File: src/rtl/cmd_executor.sv
// Runs one buffered command as a train of timed impulses with optional linear chirp.
// Keeps a one-deep shadow command and asks the writer for the next one through REQ_COMM.
module cmd_executor #(
  parameter int REQ_LEN     = 4,
  parameter int REQ_TIMEOUT = 4800
) (
  input  logic        CLK,
  input  logic        rst,
  input  logic [63:0] TIME,
  input  logic        SYS_TIME_UPDATE,
  input  logic        DATA_WR,
  input  logic [47:0] FREQ_z,
  input  logic [47:0] FREQ_STEP_z,
  input  logic [31:0] FREQ_RATE_z,
  input  logic [63:0] TIME_START_z,
  input  logic [15:0] N_impuls_z,
  input  logic [1:0]  TYPE_impulse_z,
  input  logic [31:0] Interval_Ti_z,
  input  logic [31:0] Interval_Tp_z,
  input  logic [31:0] Tblank1_z,
  input  logic [31:0] Tblank2_z,
  output logic        REQ_COMM,
  output logic        IMP,
  output logic        BLANK,
  output logic [47:0] FREQ_OUT,
  output logic        BUSY,
  output logic [15:0] IMP_CNT,
  output logic        CMD_ERR
);

  typedef struct packed {
    logic [47:0] freq;
    logic [47:0] step;
    logic [31:0] rate;
    logic [63:0] tstart;
    logic [15:0] n;
    logic [1:0]  typ;
    logic [31:0] ti;
    logic [31:0] tp;
    logic [31:0] tb1;
    logic [31:0] tb2;
  } cmd_t;

  typedef enum logic [1:0] {IDLE, WAIT, RUN} exec_t;
  typedef enum logic [1:0] {REQ_IDLE, REQ_HIGH, REQ_WAIT, REQ_LOW} req_t;

  cmd_t        wr_cmd, pend, act;
  logic        pend_valid;
  logic [1:0]  dwr_sync, stu_sync;
  logic        cap, abort, load, bad_cmd;
  exec_t       state;
  req_t        rstate;
  logic [31:0] phase, next_phase, step_cnt, req_cnt;
  logic        period_end, next_imp, next_blank, chirp, chirp_tick;
  logic [32:0] blank_hi, blank_lo;

  assign wr_cmd = '{freq: FREQ_z, step: FREQ_STEP_z, rate: FREQ_RATE_z, tstart: TIME_START_z,
                    n: N_impuls_z, typ: TYPE_impulse_z, ti: Interval_Ti_z, tp: Interval_Tp_z,
                    tb1: Tblank1_z, tb2: Tblank2_z};

  assign cap     = dwr_sync[0] & ~dwr_sync[1];
  assign abort   = stu_sync[0] & ~stu_sync[1];
  assign load    = (state == IDLE) && pend_valid;
  assign bad_cmd = (pend.tstart <= TIME) || (pend.tp == 32'd0) || (pend.n == 16'd0);
  assign BUSY    = (state != IDLE);

  // Outputs are registered from the phase they will show, so IMP/BLANK track p with no lag.
  assign period_end = (phase == act.tp - 32'd1);
  assign next_phase = (state == RUN && !period_end) ? phase + 32'd1 : 32'd0;
  assign blank_hi   = {1'b0, act.ti} + {1'b0, act.tb1};
  assign blank_lo   = (act.tp >= act.tb2) ? {1'b0, act.tp - act.tb2} : 33'd0;
  assign next_imp   = next_phase < act.ti;
  assign next_blank = ({1'b0, next_phase} < blank_hi) || ({1'b0, next_phase} >= blank_lo);
  assign chirp      = (act.typ == 2'd1) || (act.typ == 2'd2);
  assign chirp_tick = (act.rate <= 32'd1) || (step_cnt == act.rate - 32'd1);

  always_ff @(posedge CLK or posedge rst) begin
    if (rst) begin
      dwr_sync <= '0;
      stu_sync <= '0;
    end else begin
      dwr_sync <= {dwr_sync[0], DATA_WR};
      stu_sync <= {stu_sync[0], SYS_TIME_UPDATE};
    end
  end

  always_ff @(posedge CLK or posedge rst) begin
    if (rst) begin
      state      <= IDLE;
      pend       <= '0;
      act        <= '0;
      pend_valid <= 1'b0;
      phase      <= '0;
      step_cnt   <= '0;
      IMP        <= 1'b0;
      BLANK      <= 1'b0;
      FREQ_OUT   <= '0;
      IMP_CNT    <= '0;
      CMD_ERR    <= 1'b0;
    end else begin
      CMD_ERR <= 1'b0;
      if (abort) begin
        // Abort also swallows a capture landing in the same cycle.
        state      <= IDLE;
        pend_valid <= 1'b0;
        IMP        <= 1'b0;
        BLANK      <= 1'b0;
      end else begin
        if (cap) begin
          pend       <= wr_cmd;
          pend_valid <= 1'b1;
          if (pend_valid && !load) CMD_ERR <= 1'b1;
        end else if (load) begin
          pend_valid <= 1'b0;
        end
        case (state)
          IDLE: if (load) begin
            act <= pend;
            if (bad_cmd) CMD_ERR <= 1'b1;
            else         state   <= WAIT;
          end
          WAIT: if (TIME >= act.tstart) begin
            state    <= RUN;
            phase    <= '0;
            step_cnt <= '0;
            IMP_CNT  <= 16'd1;
            FREQ_OUT <= act.freq;
            IMP      <= next_imp;
            BLANK    <= next_blank;
          end
          RUN: begin
            phase <= next_phase;
            IMP   <= next_imp;
            BLANK <= next_blank;
            if (period_end) begin
              step_cnt <= '0;
              if (IMP_CNT == act.n) begin
                state <= IDLE;
                IMP   <= 1'b0;
                BLANK <= 1'b0;
              end else begin
                IMP_CNT  <= IMP_CNT + 16'd1;
                FREQ_OUT <= act.freq;
              end
            end else if (IMP && chirp) begin
              if (chirp_tick) begin
                step_cnt <= '0;
                FREQ_OUT <= (act.typ == 2'd1) ? FREQ_OUT + act.step : FREQ_OUT - act.step;
              end else begin
                step_cnt <= step_cnt + 32'd1;
              end
            end
          end
          default: state <= IDLE;
        endcase
      end
    end
  end

  // Request handshake: pulse width and minimum low gap suit the writer's 3-stage edge detector.
  always_ff @(posedge CLK or posedge rst) begin
    if (rst) begin
      rstate   <= REQ_IDLE;
      req_cnt  <= '0;
      REQ_COMM <= 1'b0;
    end else if (abort) begin
      rstate   <= REQ_HIGH;
      req_cnt  <= '0;
      REQ_COMM <= 1'b1;
    end else begin
      case (rstate)
        REQ_IDLE: if (!pend_valid) begin
          rstate   <= REQ_HIGH;
          req_cnt  <= '0;
          REQ_COMM <= 1'b1;
        end
        REQ_HIGH: if (req_cnt == 32'(REQ_LEN - 1)) begin
          rstate   <= REQ_WAIT;
          req_cnt  <= '0;
          REQ_COMM <= 1'b0;
        end else begin
          req_cnt <= req_cnt + 32'd1;
        end
        REQ_WAIT: if (cap) begin
          rstate <= REQ_IDLE;
        end else if (req_cnt == 32'(REQ_TIMEOUT - 1)) begin
          rstate  <= REQ_LOW;
          req_cnt <= '0;
        end else begin
          req_cnt <= req_cnt + 32'd1;
        end
        REQ_LOW: if (req_cnt == 32'd2) begin
          rstate   <= REQ_HIGH;
          req_cnt  <= '0;
          REQ_COMM <= 1'b1;
        end else begin
          req_cnt <= req_cnt + 32'd1;
        end
        default: rstate <= REQ_IDLE;
      endcase
    end
  end

endmodule

File: config.mk
export PLATFORM = sky130hd
export DESIGN_NAME = cmd_executor
export DESIGN_NICKNAME = d
export VERILOG_FILES = /design/src/rtl/cmd_executor.sv
export SDC_FILE = /design/constraint.sdc
export NUM_CORES = 2
export LEC_CHECK = 0
export ABC_AREA = 1
export BUFFER_PORTS_ARGS = -buffer_cell sky130_fd_sc_hd__clkbuf_2
export CAP_MARGIN = 20
export CORE_UTILIZATION = 50
export CTS_BUF_LIST = sky130_fd_sc_hd__clkbuf_8
export DETAILED_ROUTE_END_ITERATION = 8
export GPL_ROUTABILITY_DRIVEN = 0
export PLACE_DENSITY = 0.69
export SYNTH_ARGS = -nofsm -noshare
export SYNTH_HDL_FRONTEND = slang
export SYNTH_SLANG_ARGS = --single-unit
File: constraint.sdc
create_clock -name CLK -period 41.9 [get_ports CLK]
set_input_delay 2.095 -clock CLK [delete_from_list [all_inputs] [get_ports CLK]]
set_output_delay 2.095 -clock CLK [all_outputs]
set_load 0.02 [all_outputs]
==> out/metrics.csv <==
metric;value;unit
Clock Sinks;849;
hold slack final;0.376;ns
number of enable-type register cells in the synthesized netlist;0;
WL final;145000;um
max capacitance violation total;0;
Max IR drop VDD;0.0370;mV
outcome;finished clean;
Largest delay share family, worst path;simple AND/OR/NAND/NOR gates;
Switching Power;0.00180;W
buffering stage count on the worst path with inverters included;5;
Sequential Power Share;0.312;
unrepaired setup endpoints after global routing;false;
fraction of final layout cells sized beyond drive strength 1;0.114;
die area;99800;um^2
initial antenna violation count;13;
dominant synthesized flop cell;dfrtp_1;
type of the worst min-delay path;reg2reg;
Rel. slew slack;0.288;
setup tns final;0;ns
combinational power share;0.498;
leading cell type by number of instances after synthesis;nand2_1;
post-route total power;0.00390;W
leakage power;28.8;nW
global-route wire length before repair;228000;um
cell-by-cell trace of the critical path;clkbuf_2 -> ha_1 -> nand4_1 -> nor3_1 -> inv_1 -> nor4_1 -> and3_1 -> nand4_1 -> nand4_1 -> nand2_1 -> buf_4 -> clkinv_1 -> nand2_2 -> a21oi_4 -> buf_4 -> nand3_1 -> nand2_1;
kind of critical path;in2reg;
core area;97100;um^2
GR Overflow Total;0;
final number of max-transition violations;0;
x dimension of the die;316;um
number of instances in the synthesized netlist;6393;
number of nets at the end of the flow;7603;
via count of the first global-routing pass;42300;
Synth top area share;0.431;
GRT Overall Usage;0.290;
number of optimization iterations in the first detailed-route pass;8;
ys async rst share;1.00;
flip-flop and latch count after synthesis;849;
post-synth top area cell;dfrtp_1;
most used cell along the critical path;nand4_1;
pin count of the biggest net entering global routing;263;
sequential share of the synthesized area;0.431;
cell area after technology mapping;49300;um^2
insertion delay of the later-clocked pin in the worst-skew pair;0.82;ns
vias per cell;5.36;
Critical Path Fanout Max;66;
height of the die;316;um
post-DP HPWL;109000;um
worst-path cell with the longest stage delay;nor4_1;
Critical Path Source Type;primary input;
Max Freq;0.162;GHz
Net Count, Synth;7149;
wire length per cell after detailed routing;17.6;um
clk slew on worst S/H paths;0.06;ns
arrival time worst endpoint;6.93;ns
root buf cell;clkbuf_8;
largest incremental delay on the critical path;0.80;ns
category of the worst setup path capture point;register;
switching portion of total power;0.462;
effective utilization at floorplan;0.507;
CTS H-tree lvls;4;
post-CTS setup repair buffer count;0;
CTS tree;done;
Crit path required time;42.65;ns
top area cells in the synthesized netlist;dfrtp_1 43%, nand2_1 16%, ha_1 8.8%, o21ai_0 5.7%, inv_1 5.1%;
count of endpoints failing hold in the final timing report;0;
final cell count without fillers;8229;
PD cells;70.2;nW/um^2
clock network fraction of design power;0.190;
commonest cells in the synthesized netlist;2,080 x nand2_1, 849 x dfrtp_1, 675 x inv_1;
detailed router's first-iteration violation count;3539;
maximum clock skew at final layout;0.0344;ns
number of ports placed on the die boundary;475;
unique cell type count in the Yosys netlist;63;
number of hold buffers added after cts;0;
# rows;114;
Synth Area per Inst;7.71;um^2
period utilisation layout;0.148;
number of resized instances in the post-cts repair step;0;
actual slew at the worst max-slew pin;1.06;ns
layout-stage area growth over the synthesis result;12.8;%
time the worst path needs with I/O delays and setup;6.19;ns
post-placement cell count;7971;
maximum buffer depth of the clock tree;3;
total vias in the final route;44100;
drc violations;0;
Port Buf Inserts;474;
Setup violations, final;0;
post-route ant nets;0;
Power Internal;0.00210;W
synthesis warning total;0;
Num CTS Buffers;149;
[final timing paths]
| path | start | end | slack [ns] | depth (start not counted) |
|---|---|---|---|---|
| hold / removal | stu_sync[0] | stu_sync[1] | 0.38 | 0 |
| hold reg to reg | stu_sync[0] | stu_sync[1] | 0.38 | 0 |
| setup / recovery | TIME[63] | FREQ_OUT[18] | 35.71 | 17 |
| min in group asynchronous | rst | pend[9] | 1.41 | 2 |
| max in group asynchronous | rst | act[318] | 37.42 | 5 |
| setup reg to reg | act[242] | FREQ_OUT[46] | 36.01 | 24 |
[registers in the layout, summed over array words and instances, names as in the netlist]
register,flops
act,338
pend,338
FREQ_OUT,48
phase,32
req_cnt,32
step_cnt,32
IMP_CNT,16
dwr_sync,2
rstate,2
state,2
stu_sync,2
BLANK,1
CMD_ERR,1
IMP,1
REQ_COMM,1
pend_valid,1
[metrics by stage]
step / utilization / cell area [um^2] / setup slack (ns)
2_1_floorplan: - / 49300 / 15.95
3_3_place_gp: 0.543 / 52700 / 34.84
3_5_place_dp: 0.543 / 52700 / 34.90
4_1_cts: 0.572 / 55600 / 35.76
5_1_grt: 0.572 / 55600 / 35.34
6_report: 0.572 / 55600 / 35.71
[layout make-up]
cell class                 count  area [um^2]
antenna                        3         7.51
clock buffer                 176         2420
clock inverter                78          413
fill                        9007        41500
inverter                     696         2640
multi-input combinational   4645        24600
sequential                   849        21200
tap                         1276         1600
timing repair buffer         506         2650
[routing by layer]
metal | share of wire | wire length, um | track usage
met3 | 0.077 | 11100 | 0.0690
met5 | 0.0010 | 144 | 0
met4 | 0.031 | 4530 | 0.102
met2 | 0.45 | 65300 | 0.453
met1 | 0.44 | 63500 | 0.394
[cell families after synthesis]
| logic type | synth area share |
|---|---|
| AO/OA/AOI/OAI | 0.112 |
| XOR/XNOR | 0.0495 |
| adder cells (fa/ha/maj) | 0.0893 |
| buffers and inverters | 0.0697 |
| flip-flops | 0.431 |
| AND/OR/NAND/NOR | 0.248 |
[placed cells by master, fill, tap and decap left out, types with 53 or more instances in the layout]
master    synthesis  routed
o21ai_0         566     566
a21oi_1         272     272
xor2_1          185     185
nand3_1         179     179
inv_1           675     726
ha_1            347     347
nand4_1          86      86
clkbuf_8          0     176
nand2_1        2080    2079
clkbuf_2          0     474
dfrtp_1         849     849
nor4_1           53      53
xnor2_1          91      91
nor3_1           92      92
nor2_1          430     427
[power by group through the flow]
stage | registers [W] | clock network (W) | logic (W)
6_report | 0.00122 | 0.000743 | 0.00194
2_1_floorplan | 0.00118 | 0 | 0.00141
3_3_place_gp | 0.00122 | 0 | 0.00185
5_1_grt | 0.00124 | 0.000796 | 0.00219
4_1_cts | 0.00121 | 0.000761 | 0.00191
3_5_place_dp | 0.00123 | 0 | 0.00190
[worst reg2reg max path, stage by stage, from the launching register on]
cell and delay [ns]:
dfrtp_1 0.40, nor3_1 0.39, nand4_1 0.25, nor3_1 0.50
nand2_1 0.20, nor4_2 0.41, inv_1 0.09, nor2_1 0.10
inv_1 0.08, nor2_1 0.14, nand4_1 0.14, o21ai_0 0.73
xor2_1 0.23, ha_1 0.44, nand2_1 0.11, nor2_1 0.20
inv_1 0.11, nor4_1 0.33, nand4_1 0.14, nand3_1 0.16
a31oi_1 0.12, o21ai_0 0.28, nand2_1 0.08, nand3_1 0.09
nand2_1 0.06
Note: power is estimated with default switching activity, not from simulation.
